==> src/rtl/aes_regbank_pkg.sv <==
// Shared definitions for the Avalon AES register bank: FSM state encoding and register-map offsets.
// Latency: n/a (types and constant functions only).
// Backpressure: n/a.
package aes_regbank_pkg;

  typedef enum logic [1:0] {
    ST_IDLE = 2'd0,
    ST_RUN  = 2'd1,
    ST_DONE = 2'd2
  } state_t;

  // Register map, in words: key | encrypted msg | decrypted msg | scratch | START | DONE
  function automatic int unsigned key_base(input int unsigned words);
    key_base = 0 * words;
  endfunction

  function automatic int unsigned enc_base(input int unsigned words);
    enc_base = words;
  endfunction

  function automatic int unsigned dec_base(input int unsigned words);
    dec_base = 2 * words;
  endfunction

  function automatic int unsigned scratch_base(input int unsigned words);
    scratch_base = 3 * words;
  endfunction

  function automatic int unsigned start_addr(input int unsigned num_regs);
    start_addr = num_regs - 2;
  endfunction

  function automatic int unsigned done_addr(input int unsigned num_regs);
    done_addr = num_regs - 1;
  endfunction

endpackage

==> src/rtl/byte_merge.sv <==
// Per-byte select between the current register word and incoming bus data.
// Latency: combinational, zero cycles.
// Backpressure: none; pure datapath.
// Ports: old_word (current contents), new_word (bus data), byte_en (1 = take new byte),
//        merged_word (result to be written back).
module byte_merge #(
  parameter int DATA_W = 32
) (
  input  logic [DATA_W-1:0]   old_word,
  input  logic [DATA_W-1:0]   new_word,
  input  logic [DATA_W/8-1:0] byte_en,
  output logic [DATA_W-1:0]   merged_word
);

  for (genvar b = 0; b < DATA_W / 8; b++) begin : g_byte
    assign merged_word[8*b +: 8] = byte_en[b] ? new_word[8*b +: 8] : old_word[8*b +: 8];
  end

endmodule

==> src/rtl/avalon_aes_regbank.sv <==
// Avalon-MM slave register bank feeding an AES core: key/message registers, START/DONE handshake.
// Latency: writes land on the same edge; reads return one cycle after the request.
// Backpressure: none; the slave accepts every access and never stalls the bus.
// Ports: CLK/RESET (sync, active-high); AVL_* Avalon-MM slave; EXPORT_DATA debug view of key;
//        AES_KEY/AES_MSG_ENC to the core, AES_MSG_DEC/AES_DONE from it, AES_START run request.
module avalon_aes_regbank
  import aes_regbank_pkg::*;
#(
  parameter int DATA_W   = 32,
  parameter int BLOCK_W  = 128,
  parameter int NUM_REGS = 16
) (
  input  logic                        CLK,
  input  logic                        RESET,
  input  logic                        AVL_READ,
  input  logic                        AVL_WRITE,
  input  logic                        AVL_CS,
  input  logic [DATA_W/8-1:0]         AVL_BYTE_EN,
  input  logic [$clog2(NUM_REGS)-1:0] AVL_ADDR,
  input  logic [DATA_W-1:0]           AVL_WRITEDATA,
  output logic [DATA_W-1:0]           AVL_READDATA,
  output logic [DATA_W-1:0]           EXPORT_DATA,
  output logic [BLOCK_W-1:0]          AES_KEY,
  output logic [BLOCK_W-1:0]          AES_MSG_ENC,
  input  logic [BLOCK_W-1:0]          AES_MSG_DEC,
  input  logic                        AES_DONE,
  output logic                        AES_START
);

  localparam int WORDS    = BLOCK_W / DATA_W;
  localparam int ADDR_W   = $clog2(NUM_REGS);
  localparam int KEY_BASE = int'(key_base(WORDS));
  localparam int ENC_BASE = int'(enc_base(WORDS));
  localparam int DEC_BASE = int'(dec_base(WORDS));

  localparam logic [ADDR_W-1:0] DEC_A   = ADDR_W'(dec_base(WORDS));
  localparam logic [ADDR_W-1:0] SCR_A   = ADDR_W'(scratch_base(WORDS));
  localparam logic [ADDR_W-1:0] START_A = ADDR_W'(start_addr(NUM_REGS));
  localparam logic [ADDR_W-1:0] DONE_A  = ADDR_W'(done_addr(NUM_REGS));

  logic [DATA_W-1:0] regs [NUM_REGS];
  state_t            state;

  logic              wr_en;
  logic              rd_en;
  logic              addr_core_in;   // key or encrypted-message word
  logic              addr_read_only; // decrypted-message words and DONE
  logic              reg_wr;
  logic              start_wr;
  logic              start_bit;
  logic [DATA_W-1:0] merged_word;

  byte_merge #(.DATA_W(DATA_W)) u_byte_merge (
    .old_word    (regs[AVL_ADDR]),
    .new_word    (AVL_WRITEDATA),
    .byte_en     (AVL_BYTE_EN),
    .merged_word (merged_word)
  );

  always_comb begin
    wr_en          = AVL_CS & AVL_WRITE;
    rd_en          = AVL_CS & AVL_READ;
    addr_core_in   = (AVL_ADDR < DEC_A);
    addr_read_only = ((AVL_ADDR >= DEC_A) && (AVL_ADDR < SCR_A)) || (AVL_ADDR == DONE_A);
    // The core is consuming key/message while running, so freeze them.
    reg_wr         = wr_en && !addr_read_only && !(addr_core_in && (state == ST_RUN));
    // Only byte 0 carries the run bit; a write without it does not touch the FSM.
    start_wr       = wr_en && (AVL_ADDR == START_A) && AVL_BYTE_EN[0];
    start_bit      = AVL_WRITEDATA[0];
  end

  always_ff @(posedge CLK) begin
    if (RESET) begin
      for (int i = 0; i < NUM_REGS; i++) begin
        regs[ADDR_W'(i)] <= '0;
      end
      AVL_READDATA <= '0;
      state        <= ST_IDLE;
      AES_START    <= 1'b0;
    end else begin
      // Nonblocking read of the array gives the pre-write value on a same-cycle write.
      if (rd_en) begin
        AVL_READDATA <= regs[AVL_ADDR];
      end
      if (reg_wr) begin
        regs[AVL_ADDR] <= merged_word;
      end

      // FSM writes only the decrypted and DONE words, which the bus can never write,
      // so the two assignments above and below never collide.
      unique case (state)
        ST_IDLE: begin
          if (start_wr && start_bit) begin
            state          <= ST_RUN;
            AES_START      <= 1'b1;
            regs[DONE_A]   <= '0;
          end
        end
        ST_RUN: begin
          if (start_wr && !start_bit) begin
            // Abort beats a coincident completion: nothing is captured.
            state     <= ST_IDLE;
            AES_START <= 1'b0;
          end else if (AES_DONE) begin
            state     <= ST_DONE;
            AES_START <= 1'b0;
            for (int i = 0; i < WORDS; i++) begin
              regs[ADDR_W'(DEC_BASE + i)] <= AES_MSG_DEC[BLOCK_W-1-i*DATA_W -: DATA_W];
            end
            regs[DONE_A] <= DATA_W'(1);
          end
        end
        ST_DONE: begin
          if (start_wr) begin
            state        <= start_bit ? ST_RUN : ST_IDLE;
            AES_START    <= start_bit;
            regs[DONE_A] <= '0;
          end
        end
        default: begin
          state     <= ST_IDLE;
          AES_START <= 1'b0;
        end
      endcase
    end
  end

  // Word 0 sits in the most significant slot of each block.
  for (genvar g = 0; g < WORDS; g++) begin : g_block
    assign AES_KEY[BLOCK_W-1-g*DATA_W -: DATA_W]     = regs[ADDR_W'(KEY_BASE + g)];
    assign AES_MSG_ENC[BLOCK_W-1-g*DATA_W -: DATA_W] = regs[ADDR_W'(ENC_BASE + g)];
  end

  assign EXPORT_DATA = {regs[ADDR_W'(KEY_BASE)][DATA_W-1:DATA_W/2],
                        regs[ADDR_W'(KEY_BASE + WORDS - 1)][DATA_W/2-1:0]};

endmodule

==> config.mk <==
export PLATFORM = sky130hd
export DESIGN_NAME = avalon_aes_regbank
export DESIGN_NICKNAME = d
export VERILOG_FILES = /design/src/rtl/aes_regbank_pkg.sv /design/src/rtl/byte_merge.sv /design/src/rtl/avalon_aes_regbank.sv
export SDC_FILE = /design/constraint.sdc
export NUM_CORES = 1
export LEC_CHECK = 0
export BUFFER_PORTS_ARGS = -buffer_cell sky130_fd_sc_hd__buf_2
export CORE_UTILIZATION = 30
export DETAILED_ROUTE_END_ITERATION = 10
export GPL_TIMING_DRIVEN = 0
export PLACE_DENSITY = 0.56
export SLEW_MARGIN = 5
export SYNTH_ARGS = -nofsm -noshare
export SYNTH_HDL_FRONTEND = slang
export SYNTH_SLANG_ARGS = --single-unit
==> constraint.sdc <==
create_clock -name CLK -period 6 [get_ports CLK]
set_input_delay 0.6 -clock CLK [delete_from_list [all_inputs] [get_ports CLK]]
set_output_delay 0.6 -clock CLK [all_outputs]
set_load 0.02 [all_outputs]
**After elaboration in Yosys (flattened, before gate mapping)**

Memories as Yosys holds them, arrays and structs flattened.
Cells that the tools add are included.

- Register bits: 35
- Bits in latches: 0
- RAM bits: 512
- Memory bits (read-only): 0
- Bits of input ports: 174
- Word-level logic and storage cells: 81
- Memories: 1

Memory list:

| name | words | bits a word | rd ports | clocked after memory_dff | wr ports | line | text |
|---|---|---|---|---|---|---|---|
| regs | 16 | 32 | 9 | 0 | 16 | avalon_aes_regbank.sv:41 | `logic [DATA_W-1:0] regs [NUM_REGS];` |

- Add/sub/neg operators: 0
- $mul: 0
- Divide/modulo/power cells: 0
- Order comparisons: 3
- Equal/unequal tests: 7
- Shifts and indexed selects: 0
- Mux-type cells: 43
- Bitwise logic cells: 9
- Reduce and logical (&&, ||, !) cells: 15

Operators with widths:

| cell | number |
|---|---|
| 32-bit two-way mux | 8 |
| 8-bit two-way mux | 4 |
| 32-bit OR reduction | 1 |
| 1-bit two-way mux | 24 |
| 4-bit == test, second input constant | 2 |
| 1-bit logical AND | 8 |
| 4-bit < comparator, second input constant | 2 |
| 2-bit two-way mux | 4 |
| 1-bit bitwise OR | 7 |
| 2-bit case mux with 3 select lines | 1 |
| 4-bit greater-or-equal comparator, second input constant | 1 |
| 4-bit two-way mux | 1 |
| 2-bit != test, second input constant | 2 |
| 1-bit zero test | 3 |
| 3-bit by 2-bit != test with 1-bit output, second input constant | 1 |
| 1-bit case mux with 3 select lines | 1 |
| 3-bit AND reduction | 1 |
| 1-bit bitwise AND | 2 |
| 2-bit by 1-bit == test with 1-bit output, second input constant | 1 |
| 2-bit == test, second input constant | 1 |
| 2-bit zero test | 1 |
| 1-bit logical OR | 1 |

**Logic depth before layout (Yosys ltp)**

- Depth in word-level cells: 11
- Mapped depth: 7
- Gate-level depth less buffers: 4

**By module**

From an unflattened synthesis, not the netlist that was laid out.

- Cell total of the unflattened synthesis: 1622
- Area, all modules: 25111.6 µm²

Modules (own cells, without submodules):

| module | instances | cells an instance | area each (µm²) | seq. area each (µm²) |
|---|---|---|---|---|
| avalon_aes_regbank | 1 | 1586 | 24586.1 | 16075.4 |
| byte_merge | 1 | 36 | 525.5 | 0.0 |

**Worst setup path before layout**

OpenSTA, ideal clock, no wires.

- Path type: input to register
- Start point: input port AVL_ADDR[1]
- End point: memory regs[15][0], enable pin
- Setup time: 0.428 ns
- Arrival time: 2.845 ns
- Data required time: 5.572 ns
- Slack: 2.727 ns
- Stages: 5
- Path buffers: 1
- Path through: buf_2 and4b_1 nor2b_1 a22o_1 o21bai_1

RTL lines:

| item | line | text |
|---|---|---|
| start: declaration | avalon_aes_regbank.sv:19 | `input logic [$clog2(NUM_REGS)-1:0] AVL_ADDR,` |
| end: declaration | avalon_aes_regbank.sv:41 |  |

==> results_tabular.tex <==
\begin{tabular}{lr}
\hline
Metric & Value \\
\hline
\multicolumn{2}{l}{\textbf{Timing}} \\
Maximum clock frequency & 367 MHz \\
Largest clock skew in the final design & 0.0271 ns \\
Slew @ Worst Pin & 1.02 ns \\
Unrepaired setup endpoints after global routing & no \\
Final Max Slew Viols & 0 \\
Summed negative setup slack over all endpoints & 0 ns \\
Worst Slack Setup Final & 3.28 ns \\
Count of final hold-check violations & 0 \\
Max transition margin & 31.7\% \\
Final setup violation count & 0 \\
Part of the cycle the worst path needs & 45.4\% \\
Min Tclk post-route & 2.72 ns \\
\multicolumn{2}{l}{\textbf{GRT}} \\
Pin count of the biggest net entering global routing & 29 \\
Final global-route overflow total & 0 \\
Global router's overall resource usage & 23.0\% \\
Global-route wire length before repair & 134000 µm \\
Initial antenna violation count & 17 \\
Number of global-route vias before repair & 18195 \\
\multicolumn{2}{l}{\textbf{Routing}} \\
Average wire per standard cell & 27.6 µm \\
Iteration count of the initial detailed-routing pass & 7 \\
Total number of vias & 17940 \\
Count of unresolved DRC violations after routing & 0 \\
Vias per std cell & 5.11 \\
Antenna viol nets, final & 0 \\
Total routed wirelength & 97000 µm \\
First DRT Iteration DRCs & 1456 \\
\multicolumn{2}{l}{\textbf{Die}} \\
Core outline area & 0.0804 mm² \\
Number of rows created at floorplan & 104 \\
Initial cell density of the core & 30.3\% \\
Die Height & 287 µm \\
Number of top-level pins & 495 \\
Die X & 287 µm \\
Die outline area & 0.0824 mm² \\
\multicolumn{2}{l}{\textbf{CTS}} \\
Post-CTS Setup Bufs & 0 \\
Total number of clock tree sinks & 547 \\
Clock slew seen by the registers of the worst setup and hold paths & 0.06 ns \\
Clock network latency to the later pin of the worst-skew pair & 0.64 ns \\
Root buffer selected by CTS & sky130\_fd\_sc\_hd\_\_clkbuf\_16 \\
Hold buffers post-CTS & 0 \\
H-tree levels & 2 \\
Bufs on Longest Clock Path & 3 \\
Clock tree from TritonCTS & done \\
Cts repair resizes & 0 \\
Number of buffers inserted during clock tree synthesis & 60 \\
\multicolumn{2}{l}{\textbf{Placed design}} \\
Worst slack at placement & 2.58 ns \\
DP HPWL & 74600 µm \\
Placer congestion estimate & 0.887 \\
Count of port buffers added during placement & 487 \\
\multicolumn{2}{l}{\textbf{Worst hold path}} \\
Min-delay worst type & primary input to flip-flop \\
\multicolumn{2}{l}{\textbf{Logic synthesis}} \\
Netlist area before placement & 0.0244 mm² \\
Top cell type's share of synthesized area & 63.0\% \\
List of most frequent post-synthesis cells & sky130\_fd\_sc\_hd\_\_edfxtp\_1, sky130\_fd\_sc\_hd\_\_nor2\_1, sky130\_fd\_sc\_hd\_\_mux2i\_1 \\
Fraction of the yosys area taken by sequential cells & 65.9\% \\
Most common cell in the synthesized netlist & sky130\_fd\_sc\_hd\_\_edfxtp\_1 \\
Number of storage elements in the synthesis netlist & 547 \\
Post-synthesis cell type with the largest combined area & sky130\_fd\_sc\_hd\_\_edfxtp\_1 \\
Post-synth EDFFs & 512 \\
Count of distinct cell types in the synthesized netlist & 39 \\
Top area cells in the synthesized netlist & sky130\_fd\_sc\_hd\_\_edfxtp\_1, sky130\_fd\_sc\_hd\_\_mux2i\_1, sky130\_fd\_sc\_hd\_\_nor2\_1 \\
Gate count after technology mapping & 1805 \\
Share of flip-flops with an asynchronous set or reset after synthesis & 0\% \\
Average footprint of a synthesized cell & 13.5 µm² \\
Warning count from the yosys run & 0 \\
Main synth FF type & sky130\_fd\_sc\_hd\_\_edfxtp\_1 \\
\multicolumn{2}{l}{\textbf{Power and ir drop}} \\
Sw frac & 25.4\% \\
Total net switching power & 2.34 mW \\
Clock Power Share & 41.1\% \\
Combinational share of power & 11.0\% \\
Static leakage & 12.5 nW \\
Maximum vdd ir drop & 0.256 mV \\
Total power density per cell area & 300 mW/mm² \\
Internal & 6.86 mW \\
Seq pwr share & 47.9\% \\
\multicolumn{2}{l}{\textbf{Critical path}} \\
Critical path data arrival time & 3.06 ns \\
Kind of end point of the critical path & flip-flop \\
Crit Path Category & primary input to flip-flop \\
Maximum fanout along the worst path & 21 \\
CP startpoint kind & primary input \\
Required @ worst endpoint & 6.34 ns \\
\multicolumn{2}{l}{\textbf{Layout}} \\
Layout cell share with drive strength beyond 1 & 30.3\% \\
Final Net Count & 2574 \\
Core occupancy in the finished layout & 38.2\% \\
Area growth, synth to finish & 25.9\% \\
\multicolumn{2}{l}{\textbf{Status}} \\
Result of the run & finished clean \\
\multicolumn{2}{l}{\textbf{Job}} \\
Maximum capacitance violations & 0 \\
\hline
\end{tabular}
==> kinds of logic (layout without fill, tap and decap cells) <==
group / count (synthesis) / count (layout) / synth area share, %
AOI/OAI and AO/OA: 238 / 238 / 8.71
other: 1 / 33 / 0.0154
and+or+nand+nor: 600 / 600 / 11.3
muxes: 256 / 256 / 10.5
buffers and inverters: 163 / 779 / 3.56
DFF: 547 / 547 / 65.9
==> worst max-delay path, stage by stage <==
cell and delay, ns:
sky130_fd_sc_hd__buf_2 0.32, sky130_fd_sc_hd__buf_4 0.34, sky130_fd_sc_hd__buf_4 0.35, sky130_fd_sc_hd__nor2b_1 0.29, sky130_fd_sc_hd__nand2_1 0.36, sky130_fd_sc_hd__nand2b_2 0.50, sky130_fd_sc_hd__buf_16 0.24
==> worst paths after layout <==
kind	start	to	slack, ns	cells past startpoint
max	AVL_ADDR[0]	regs[5][2]$_SDFFCE_PN0P_	3.28	7
min	AES_MSG_DEC[120]	regs[8][24]$_DFFE_PP_	0.25	2
max reg2reg	state[0]$_SDFFE_PP0P_	regs[8][30]$_DFFE_PP_	3.48	5
min reg2reg	AVL_READDATA[15]$_SDFFE_PP0P_	AVL_READDATA[15]$_SDFFE_PP0P_	0.47	2
==> registers in the layout, indices dropped and copies added, names as in the netlist <==
register and count:
AES_START 1, regs 512, state 2, AVL_READDATA 32
==> metal layers <==
| layer | global-route usage [%] | vias up | wire (µm) |
|---|---|---|---|
| met5 | 0 | - | 143 |
| met4 | 6.34 | 22 | 2470 |
| met3 | 6.21 | 141 | 8930 |
| met2 | 38.5 | 823 | 46400 |
| met1 | 29.1 | 9043 | 39000 |
| li1 | - | 7911 | - |
==> placed cells by master, fill, tap and decap left out, drive strengths merged, types with 2 or more instances in the layout <==
master,n
nor2b,74
a32oi,96
a21oi,2
nor3,2
dfxtp,35
edfxtp,512
nor3b,3
nand3,35
bufinv,7
conb,31
clkinv,26
buf,598
nand2,42
a22oi,128
mux2i,256
diode,2
o21bai,5
nor2,361
or2,2
clkbuf,144
nand2b,12
and2,65
and4b,2
clkinvlp,3
==> metrics by stage <==
stage / power (mW) / hold slack [ns] / area [µm²] / std cells
2_1_floorplan: 5.02 / 0.520 / 24500 / 1835
3_3_place_gp: 5.47 / 0.450 / 28300 / 3382
3_5_place_dp: 5.50 / 0.448 / 28700 / 3398
4_1_cts: 9.27 / 0.210 / 30700 / 3511
5_1_grt: 9.46 / 0.226 / 30700 / 3512
6_report: 9.21 / 0.246 / 30700 / 3513
==> power groups by stage <==
stage | Combinational [mW] | Clock [mW] | Sequential (mW)
floorplan | 0.444 | 0 | 4.57
global placement | 0.973 | 0 | 4.49
detailed placement | 1.02 | 0 | 4.49
CTS | 1.02 | 3.85 | 4.41
global route | 1.07 | 3.97 | 4.42
finish | 1.01 | 3.79 | 4.41
==> cell type report <==
cell class / instances / area [µm²]
Antenna cell: 2 / 5.00
Inverter: 1 / 3.75
Clock buffer: 77 / 1640
Timing Repair Buffer: 503 / 2800
Multi-Input combinational cell: 1125 / 7640
Buffer: 162 / 865
Sequential cell: 547 / 16100
Clock inverter: 36 / 360
Fill cell: 7836 / 49700
Tap cell: 1060 / 1330
(Power assumes the default switching activity.)
